`config.mk`:
```
export PLATFORM = sky130hd
export DESIGN_NAME = instr_fetch_unit
export DESIGN_NICKNAME = d
export VERILOG_FILES = /design/src/rtl/fetch_pkg.sv /design/src/rtl/fetch_fifo.sv /design/src/rtl/instr_fetch_unit.sv
export SDC_FILE = /design/constraint.sdc
export NUM_CORES = 1
export LEC_CHECK = 0
export ABC_AREA = 1
export CORE_ASPECT_RATIO = 1.2
export CORE_UTILIZATION = 60
export DETAILED_ROUTE_END_ITERATION = 6
export MAX_ROUTING_LAYER = met4
export PLACE_DENSITY_LB_ADDON = 0.2
export SYNTH_ARGS = -nofsm -noshare
export SYNTH_HDL_FRONTEND = slang
export SYNTH_SLANG_ARGS = --single-unit
```
`constraint.sdc`:
```
create_clock -name clock -period 3.77 [get_ports clock]
set_input_delay 0.754 -clock clock [delete_from_list [all_inputs] [get_ports clock]]
set_output_delay 0.754 -clock clock [all_outputs]
set_load 0.01 [all_outputs]
```
`src/rtl/fetch_pkg.sv`:
```
// Shared widths, sizes and the queue entry type for the prefetching fetch unit.
package fetch_pkg;
    localparam int XLEN        = 64;
    localparam int ILEN        = 32;
    localparam int DEPTH       = 4;
    localparam int PTR_W       = $clog2(DEPTH);
    localparam int CNT_W       = $clog2(DEPTH + 1);
    localparam int INSTR_BYTES = 4;

    typedef struct packed {
        logic [XLEN-1:0] pc;
        logic [ILEN-1:0] instr;
    } fetch_entry_t;

    localparam int ENTRY_W = $bits(fetch_entry_t);
endpackage

```
`src/rtl/fetch_fifo.sv`:
```
// DEPTH-entry circular buffer of fetch entries with push, pop and single-cycle flush.
module fetch_fifo
    import fetch_pkg::*;
(
    input  logic               clock,
    input  logic               reset,
    input  logic               push,
    input  logic [ENTRY_W-1:0] pushData,
    input  logic               pop,
    input  logic               flush,
    output logic [ENTRY_W-1:0] headData,
    output logic [CNT_W-1:0]   count
);
    fetch_entry_t     mem [DEPTH];
    logic [PTR_W-1:0] rdPtr;
    logic [PTR_W-1:0] wrPtr;
    logic             doPop;

    // popping an empty queue is a no-op
    assign doPop    = pop && (count != '0);
    assign headData = mem[rdPtr];

    always_ff @(posedge clock or negedge reset) begin
        if (!reset) begin
            rdPtr <= '0;
            wrPtr <= '0;
            count <= '0;
            for (int i = 0; i < DEPTH; i++) begin
                mem[i] <= '0;
            end
        end else if (flush) begin
            rdPtr <= '0;
            wrPtr <= '0;
            count <= '0;
        end else begin
            if (push) begin
                mem[wrPtr] <= pushData;
                wrPtr      <= wrPtr + 1'b1;
            end
            if (doPop) begin
                rdPtr <= rdPtr + 1'b1;
            end
            if (push && !doPop) begin
                count <= count + 1'b1;
            end else if (!push && doPop) begin
                count <= count - 1'b1;
            end
        end
    end

    // the issue credit rule guarantees a slot for every response
    noOverflow: assert property (@(posedge clock) disable iff (!reset)
        (push && !flush) |-> (count < CNT_W'(DEPTH)));
endmodule

```
`src/rtl/instr_fetch_unit.sv`:
```
// Prefetching fetch unit: credit-limited issue, in-order response tagging and redirect with stale-response dropping.
module instr_fetch_unit
    import fetch_pkg::*;
#(
    parameter logic [XLEN-1:0] RESET_PC = '0
)
(
    input  logic             clock,
    input  logic             reset,
    output logic             imem_req,
    output logic [XLEN-1:0]  imem_addr,
    input  logic             imem_gnt,
    input  logic             imem_rvalid,
    input  logic [ILEN-1:0]  imem_rdata,
    output logic             ir_valid,
    input  logic             ir_ready,
    output logic [ILEN-1:0]  ir_instr,
    output logic [XLEN-1:0]  ir_pc,
    input  logic             redirect_valid,
    input  logic [XLEN-1:0]  redirect_pc,
    output logic             misalign_err,
    output logic [CNT_W-1:0] q_count
);
    logic [XLEN-1:0] fetchPc;
    logic [XLEN-1:0] respPc;
    logic [CNT_W-1:0] inflight;
    logic [CNT_W-1:0] dropCnt;
    logic [CNT_W:0]   used;
    logic             issue;
    logic             push;
    logic             pop;
    logic             dropResp;
    logic [XLEN-1:0]  redirectBase;
    fetch_entry_t     headEntry;
    fetch_entry_t     pushEntry;

    assign used      = {1'b0, q_count} + {1'b0, inflight};
    assign imem_req  = reset && !redirect_valid && (used < (CNT_W+1)'(DEPTH));
    assign imem_addr = fetchPc;
    assign issue     = imem_req && imem_gnt;
    assign dropResp  = (dropCnt != '0);
    assign push      = imem_rvalid && !dropResp && !redirect_valid;
    assign pop       = ir_valid && ir_ready;

    assign redirectBase = {redirect_pc[XLEN-1:2], 2'b00};
    assign pushEntry    = '{pc: respPc, instr: imem_rdata};

    always_ff @(posedge clock or negedge reset) begin
        if (!reset) begin
            fetchPc      <= RESET_PC;
            respPc       <= RESET_PC;
            inflight     <= '0;
            dropCnt      <= '0;
            misalign_err <= 1'b0;
        end else begin
            misalign_err <= redirect_valid && (redirect_pc[1:0] != 2'b00);
            if (issue && !imem_rvalid) begin
                inflight <= inflight + 1'b1;
            end else if (!issue && imem_rvalid) begin
                inflight <= inflight - 1'b1;
            end
            if (redirect_valid) begin
                fetchPc <= redirectBase;
                respPc  <= redirectBase;
                // every fetch still outstanding after this cycle belongs to the old stream
                dropCnt <= inflight - {{(CNT_W-1){1'b0}}, imem_rvalid};
            end else begin
                if (issue) begin
                    fetchPc <= fetchPc + XLEN'(INSTR_BYTES);
                end
                if (push) begin
                    respPc <= respPc + XLEN'(INSTR_BYTES);
                end
                if (imem_rvalid && dropResp) begin
                    dropCnt <= dropCnt - 1'b1;
                end
            end
        end
    end

    fetch_fifo uFifo (
        .clock    (clock),
        .reset    (reset),
        .push     (push),
        .pushData (pushEntry),
        .pop      (pop),
        .flush    (redirect_valid),
        .headData (headEntry),
        .count    (q_count)
    );

    assign ir_valid = (q_count != '0);
    assign ir_instr = headEntry.instr;
    assign ir_pc    = headEntry.pc;
endmodule
```
Word level (Yosys, flattened, before mapping)
Index checks and enable logic that the tools add are counted.
{"block": "word_totals", "register_bits": 526, "input_bits": 102, "output_inout_bits": 166, "wordCells": 85}
{"block": "op_classes", "n_addsub": 11, "magnitude_cmp": 4, "n_mux": 21, "bitwise_logic": 3, "n_reduce_logical": 30}
{"cell": "$bwmux 384", "count": 1}
{"cell": "$mux 96", "count": 3}
{"cell": "$mux 64", "count": 4}
{"cell": "$bmux 96 s2", "count": 1}
{"cell": "$demux 96 s2", "count": 1}
{"cell": "$add 64x3->64 const B", "count": 2}
{"cell": "$mux 3", "count": 7}
{"cell": "$logic_and 1x1->1", "count": 14}
{"cell": "$reduce_bool 2->1", "count": 6}
{"cell": "$reduce_bool 3->1", "count": 3}
{"cell": "$sub 3x1->3 const B", "count": 3}
{"cell": "$mux 2", "count": 4}
{"cell": "$add 3x1->3 const B", "count": 2}
{"cell": "$ge 3x3->1 const B", "count": 2}
{"cell": "$logic_not 1->1", "count": 6}
{"cell": "$not 2->3", "count": 2}
{"cell": "$add 2x1->2 const B", "count": 2}
{"cell": "$add 3x3->4", "count": 1}
{"cell": "$lt 4x3->1 const B", "count": 1}
{"cell": "$lt 3x1->1 const B", "count": 1}
{"cell": "$sub 3x1->3", "count": 1}
{"cell": "$reduce_and 2->1", "count": 1}
{"cell": "$not 1->1", "count": 1}

Longest topological paths before layout
Gate-level depths: netlist (run 1).
{"block": "logic_depth", "word_depth": 9, "mapped_depth": 12}

By module
From an unflattened synthesis (run 1), not the netlist that was laid out.
{"block": "hier_totals", "cells_unflattened": 3478, "hier_area_um2": 26743.1}
{"mod": "fetch_fifo", "instances": 1, "cells_each": 1933, "area_each_um2": 16734.8, "seq_area_each_um2": 9784.4}
{"mod": "instr_fetch_unit", "instances": 1, "cells_each": 1545, "area_each_um2": 10008.3, "seq_area_each_um2": 3278.1}

Least setup slack after synthesis (run 1)
Ideal clock, no wire load.
{"block": "synth_timing", "path_kind": "input-to-reg", "from": "input port redirect_valid", "to": "register inflight[2]", "setup_time_ns": 0.124, "arrival_ns": 2.360, "setup_slack_ns": 1.285, "stages": 10, "path_buffers": 1, "path_cell_list": "nor2_1 nand2_1 nor3_2 buf_2 ha_1 inv_1 fa_1 a21oi_1 o21ai_0 xnor2_1"}
{"block": "synth_via", "elab_chain_len": 7, "word_cells_on_any_way": 9, "classes_between": "mux (1); reduce/logical (8)"}
{"item": "from (decl)", "line_no": "instr_fetch_unit.sv:19", "source": "input logic redirect_valid,"}
{"item": "$logic_not 1->1 *", "line_no": "instr_fetch_unit.sv:38", "source": "assign imem_req = reset && !redirect_valid && (used < (CNT_W+1)'(DEPTH));"}
{"item": "$logic_and 1x1->1 * (2 in a row)", "line_no": "instr_fetch_unit.sv:38"}
{"item": "$logic_and 1x1->1 *", "line_no": "instr_fetch_unit.sv:40", "source": "assign issue = imem_req && imem_gnt;"}
{"item": "$logic_not 1->1", "line_no": "instr_fetch_unit.sv:59", "source": "end else if (!issue && imem_rvalid) begin"}
{"item": "$logic_and 1x1->1", "line_no": "instr_fetch_unit.sv:59"}
{"item": "$reduce_bool 2->1 (no source line)"}
{"item": "to (signal assigned)", "line_no": "instr_fetch_unit.sv:58", "source": "inflight <= inflight + 1'b1;"}
{"item": "to (signal assigned)", "line_no": "instr_fetch_unit.sv:60", "source": "inflight <= inflight - 1'b1;"}
{"item": "to (decl)", "line_no": "instr_fetch_unit.sv:26", "source": "logic [CNT_W-1:0] inflight;"}
Every way passes the cells marked *; elsewhere a longest branch is shown, timed or not.
A chain may end at the register's enable or synchronous reset.

Worst setup path in the final report (run 1)
{"block": "layout_timing", "from": "register uFifo.rdPtr[0]", "to": "output port ir_pc[20]"}
{"block": "layout_via", "elab_chain_len": 4}
{"item": "from (decl)", "line_no": "fetch_fifo.sv:15", "source": "logic [PTR_W-1:0] rdPtr;"}
{"item": "from (signal assigned)", "line_no": "fetch_fifo.sv:41", "source": "rdPtr <= rdPtr + 1'b1;"}
{"item": "$not 2->3 (not written as such)", "line_no": "fetch_fifo.sv:21", "source": "assign headData = mem[rdPtr];"}
{"item": "$bmux 96 s2", "line_no": "fetch_fifo.sv:21"}
{"item": "$mux 96 (not written as such) (2 in a row)", "line_no": "fetch_fifo.sv:21"}
{"item": "to (decl)", "line_no": "instr_fetch_unit.sv:18", "source": "output logic [XLEN-1:0] ir_pc,"}
No other way between the ends. The select of a mux whose other input is x is not followed.

==> flow_summary.json, run 1 <==
{
  "outcome": "finished, violations left",
  "failed_checks": "design-rule violations",
  "port_buffers": 263,
  "n_antenna_cell": 0,
  "yosys_warnings": 0,
  "syn_inst": 3365,
  "dieHeight_um": 231,
  "die_w_um": 192,
  "antenna_found_initial": 0,
  "final_core_util": 0.726,
  "dpl_cell_area_um2": 29100,
  "ant_nets": 0,
  "power_mw": 20.3,
  "fin_crit_sh": 0.992,
  "gp_congestion": 1.04,
  "drc": 35,
  "rrSetupSlack_ns": 1.38,
  "setup_viol": 0,
  "end_kind": "output pin",
  "num_rows": 83,
  "max_slew_margin": 0.386,
  "ctsResizeCount": 0,
  "numCtsBuffers": 52,
  "hold_slack_ns": 0.0110,
  "worst_slew_pin_slew_ns": 0.921,
  "synth_edf_count": 0,
  "syn_to_final_growth_pct": 19.2,
  "vdd_drop_max_v": 0.000495,
  "ys_ff_latch": 514,
  "p_per_area_nw_per_um2": 651,
  "worstSetupPathType": "flop to output pin",
  "grt_max_degree": 172,
  "die-area_um2": 44400,
  "drtIter0Drc": 2483,
  "layout_common_cells": "861 x nand2_1, 512 x dfrtp_1, 457 x o21ai_0",
  "grt_pass1_vias": 24294,
  "seq_area_frac_synth": 0.493,
  "worstPathMaxFanout": 105,
  "hold_class": "input pin to async pin",
  "stdcell_count": 4134,
  "vias": 24786,
  "clk_transition_reported_paths_ns": 0.07,
  "first_pass_iters": 7,
  "dp.cells": 4036,
  "layout_commonest_cell": "nand2_1",
  "worstPathArrival_ns": 2.99,
  "vias_per_cell": 6.00,
  "global_route.usage.total": 0.382,
  "worst_slack_ns": 0.0305,
  "async_flop_share": 1.00,
  "cts-hold-fix-buffers": 0,
  "ioPinCount": 268,
  "cts_sinks": 514,
  "cts_root_buf": "clkbuf_16",
  "maxSlewViolCount": 0,
  "ys.flop_type": "dfrtp_1",
  "grt_setup_unrepaired": "false",
  "place_ws_ns": 0.712,
  "wl_um": 81500,
  "post-cts-setup-buffers": 0,
  "fin_area_um2": 31100,
  "cp-start-kind": "flop",
  "avgSynthCellArea_um2": 7.76,
  "routedWlPerCell_um": 19.7,
  "finalSetupTns_ns": 0,
  "critPathRequiredTime_ns": 3.02,
  "layout-drive-gt1-share": 0.0639,
  "nNetsFinal": 3655,
  "htreeDepth": 2,
  "drv_cap": 0,
  "gr-total-overflow": 0,
  "n_fill_cell": 3310,
  "syn_area_um2": 26100,
  "hpwlAfterDp_um": 55200,
  "finalHoldViolCount": 0,
  "start_util": 0.609,
  "clk_latency_ns": 0.63,
  "timing.fmax_ghz": 0.267,
  "p_leak_nw": 14.0,
  "fin_crit_ns": 3.74,
  "cts_tree": "built",
  "fin_skew_ns": 0.0238,
  "core_area_um2": 42900,
  "grt_pass1_wl_um": 129000,
  "yosysUniqueCellTypes": 45,
  "cts_buffer_depth": 3
}
-- sequential cells by signal, summed over array words and instances (netlist names) --
name and flops:
uFifo.count 3, uFifo.wrPtr 2, uFifo.rdPtr 2, inflight 3
dropCnt 3, misalign_err 1, respPc 62, uFifo.mem 376
imem_addr 62
-- cells by family after synthesis --
kind of cell	after synthesis	share of synthesized area
adders and majority gates	15	0.00776
AOI/OAI and AO/OA	841	0.174
other	1	0.000144
and+or+nand+nor	1549	0.249
DFF	514	0.493
buffers and inverters	405	0.0629
xor gates and xnor gates	40	0.0134
-- worst max-delay path, stage by stage, from the launching register on --
cell	delay, ns
dfrtp_4	0.73
buf_12	0.35
o21ai_0	0.17
o22ai_1	0.33
clkdlybuf4s50_1	0.62
-- cell type report --
| type | instances | area, µm² | share of cell area |
|---|---|---|---|
| Sequential cell | 514 | 12900 | 0.413 |
| Clock inverter | 30 | 527 | 0.0169 |
| Tap cell | 552 | 691 | 0.0222 |
| Timing Repair Buffer | 301 | 3080 | 0.0989 |
| Inverter | 220 | 831 | 0.0267 |
| Clock buffer | 68 | 1460 | 0.0469 |
| Multi-Input combinational cell | 2449 | 11700 | 0.375 |
-- path summary, 6_finish.rpt --
path	end	from	cells past startpoint
max	ir_pc[20]	uFifo.rdPtr[0]	4
min	uFifo.mem[220]	reset	1
max reg2reg	uFifo.mem[87]	dropCnt[0]	9
min reg2reg	uFifo.mem[248]	uFifo.mem[248]	2
max in group asynchronous	uFifo.mem[363]	reset	3
min in group clock	uFifo.mem[248]	uFifo.mem[248]	2
-- layer usage --
metal,track usage,share of wire
met5,-,0
met3,0.0663,0.082
met2,0.610,0.48
met4,0.151,0.039
met1,0.482,0.40
-- power by group --
part           total (mW)  switching (mW)  leakage, nW  internal (mW)
clock network        5.98            2.34        0.966           3.65
logic                6.43            3.60         6.27           2.83
registers            7.87            1.05         6.75           6.82
total                20.3            6.99         14.0           13.3
-- cell usage after synthesis (2+ instances only) --
library cell,count,area share
a21oi_1,43,0.0082
a21oi_2,4,0.0013
a22oi_1,2,0.00057
a31oi_1,6,0.0014
buf_1,8,0.0012
buf_2,77,0.015
buf_4,5,0.0014
clkbuf_1,94,0.014
dfrtp_1,514,0.49
fa_1,2,0.0015
ha_1,13,0.0062
inv_1,207,0.030
inv_2,12,0.0017
nand2_1,862,0.12
nand2_2,22,0.0053
nand2_4,5,0.0022
nand3_1,149,0.029
nand3_2,5,0.0019
nand4_1,34,0.0081
nor2_1,416,0.060
nor2_2,16,0.0038
nor2_4,15,0.0065
nor2_8,3,0.0023
nor3_1,7,0.0013
nor3_2,6,0.0023
nor3_4,2,0.0012
nor4_1,2,0.00048
o211ai_1,37,0.011
o21ai_0,457,0.088
o21ai_1,169,0.032
o21bai_1,15,0.0043
o221ai_1,9,0.0030
o22ai_1,95,0.023
o31ai_1,3,0.00086
xnor2_1,9,0.0030
xor2_1,31,0.010
(Power assumes the default switching activity.)
==> inputs of run 2 (changes only) <==
--- a/config.mk
+++ b/config.mk
@@ -9,6 +9,7 @@
 export CORE_ASPECT_RATIO = 1.2
 export CORE_UTILIZATION = 60
 export DETAILED_ROUTE_END_ITERATION = 6
+export GPL_TIMING_DRIVEN = 0
 export MAX_ROUTING_LAYER = met4
 export PLACE_DENSITY_LB_ADDON = 0.2
 export SYNTH_ARGS = -nofsm -noshare
==> flow_summary.json, run 2 (same netlist as run 1, synthesis figures left out) <==
{
  "outcome": "finished, violations left",
  "failed_checks": "design-rule violations",
  "n_fill_cell": 3184,
  "drc": 36,
  "timing.fmax_ghz": 0.266,
  "gp_congestion": 1.04,
  "hold_class": "input pin to async pin",
  "finalHoldViolCount": 0,
  "layout_commonest_cell": "nand2_1",
  "vdd_drop_max_v": 0.000455,
  "place_ws_ns": -0.0414,
  "cts_root_buf": "clkbuf_16",
  "core_area_um2": 42900,
  "fin_crit_ns": 3.76,
  "power_mw": 20.3,
  "grt_pass1_wl_um": 149000,
  "gr-total-overflow": 0,
  "die-area_um2": 44400,
  "end_kind": "output pin",
  "clk_transition_reported_paths_ns": 0.06,
  "fin_crit_sh": 0.998,
  "p_leak_nw": 14.1,
  "numCtsBuffers": 51,
  "worst_slew_pin_slew_ns": 0.928,
  "stdcell_count": 4282,
  "antenna_found_initial": 1,
  "dieHeight_um": 231,
  "cts_tree": "built",
  "setup_viol": 0,
  "worst_slack_ns": 0.00846,
  "drv_cap": 0,
  "grt_setup_unrepaired": "false",
  "first_pass_iters": 7,
  "critPathRequiredTime_ns": 3.02,
  "worstPathArrival_ns": 3.01,
  "grt_pass1_vias": 26651,
  "cp-start-kind": "flop",
  "final_core_util": 0.733,
  "max_slew_margin": 0.382,
  "vias": 26982,
  "post-cts-setup-buffers": 0,
  "largest_reg_flops": 376,
  "hpwlAfterDp_um": 71000,
  "routedWlPerCell_um": 22.9,
  "ioPinCount": 268,
  "multi_input_area_um2": 11600,
  "drtIter0Drc": 3322,
  "worstSetupPathType": "flop to output pin",
  "ant_nets": 0,
  "worstPathMaxFanout": 10,
  "seqCellArea_um2": 12900,
  "fin_skew_ns": 0.0257,
  "nNetsFinal": 3806,
  "largest_register": "uFifo.mem",
  "htreeDepth": 2,
  "layout-drive-gt1-share": 0.0802,
  "maxSlewViolCount": 0,
  "num_rows": 83,
  "die_w_um": 192,
  "vias_per_cell": 6.30,
  "layout_common_cells": "862 x nand2_1, 514 x dfrtp_1, 457 x o21ai_0",
  "global_route.usage.total": 0.459,
  "port_buffers": 263,
  "cts_buffer_depth": 3,
  "syn_to_final_growth_pct": 20.5,
  "p_per_area_nw_per_um2": 646,
  "clk_latency_ns": 0.63,
  "start_util": 0.609,
  "cts_sinks": 514,
  "hold_slack_ns": 0.0438,
  "grt_max_degree": 128,
  "wl_um": 98200,
  "dp.cells": 4188
}
==> run 2: metal layers <==
metal / GRT usage / up-vias / routed length, µm
met1: 0.542 / 12880 / 34900
met2: 0.728 / 1905 / 46600
met4: 0.278 / 0 / 6920
met5: - / - / 0
li1: - / 11747 / -
met3: 0.0851 / 450 / 9750
==> run 2: worst paths after layout <==
kind,endpoint,slack (ns),start,depth (start not counted)
setup / recovery,ir_pc[61],0.008,uFifo.rdPtr[0],7
hold / removal,uFifo.mem[25],0.04,reset,1
setup reg to reg,inflight[2],0.86,uFifo.count[2],11
hold reg to reg,uFifo.mem[192],0.48,uFifo.mem[192],2
max in group asynchronous,uFifo.mem[173],1.81,reset,4
min in group clock,uFifo.mem[192],0.48,uFifo.mem[192],2
==> run 2: layout make-up <==
type	count	share of cell area
Clock inverter	27	0.0119
Buffer	185	0.0280
Tap cell	552	0.0220
Sequential cell	514	0.409
Inverter	220	0.0263
Antenna cell	1	0.0000796
Timing Repair Buffer	268	0.0882
Clock buffer	66	0.0443
Multi-Input combinational cell	2449	0.370
==> run 2: per-stage QoR <==
step,setup TNS [ns],area (µm²)
2_1_floorplan,0,26100
3_3_place_gp,-,29400
3_5_place_dp,-0.0587,29600
4_1_cts,0,31400
5_1_grt,0,31500
6_report,0,31500
==> run 2: timing repair <==
item	in CTS	in global routing
gates resized for setup	33	21
hold buffers	0	0
endpoints found under the hold margin	0	0
endpoints found under the setup margin	94	49
==> run 2: critical path, stage by stage, from the launching register on <==
cell,delay [ns]
dfrtp_1,0.35
buf_2,0.22
inv_4,0.23
buf_4,0.28
clkbuf_2,0.31
nor2_1,0.07
o22ai_1,0.29
clkdlybuf4s50_1,0.60
==> run 2: where the power goes <==
group	leakage, nW	internal (mW)	total (mW)	switching (mW)
clock	0.854	3.12	5.49	2.37
combinational	6.53	2.89	6.97	4.07
sequential	6.75	6.81	7.87	1.05
total	14.1	12.8	20.3	7.50
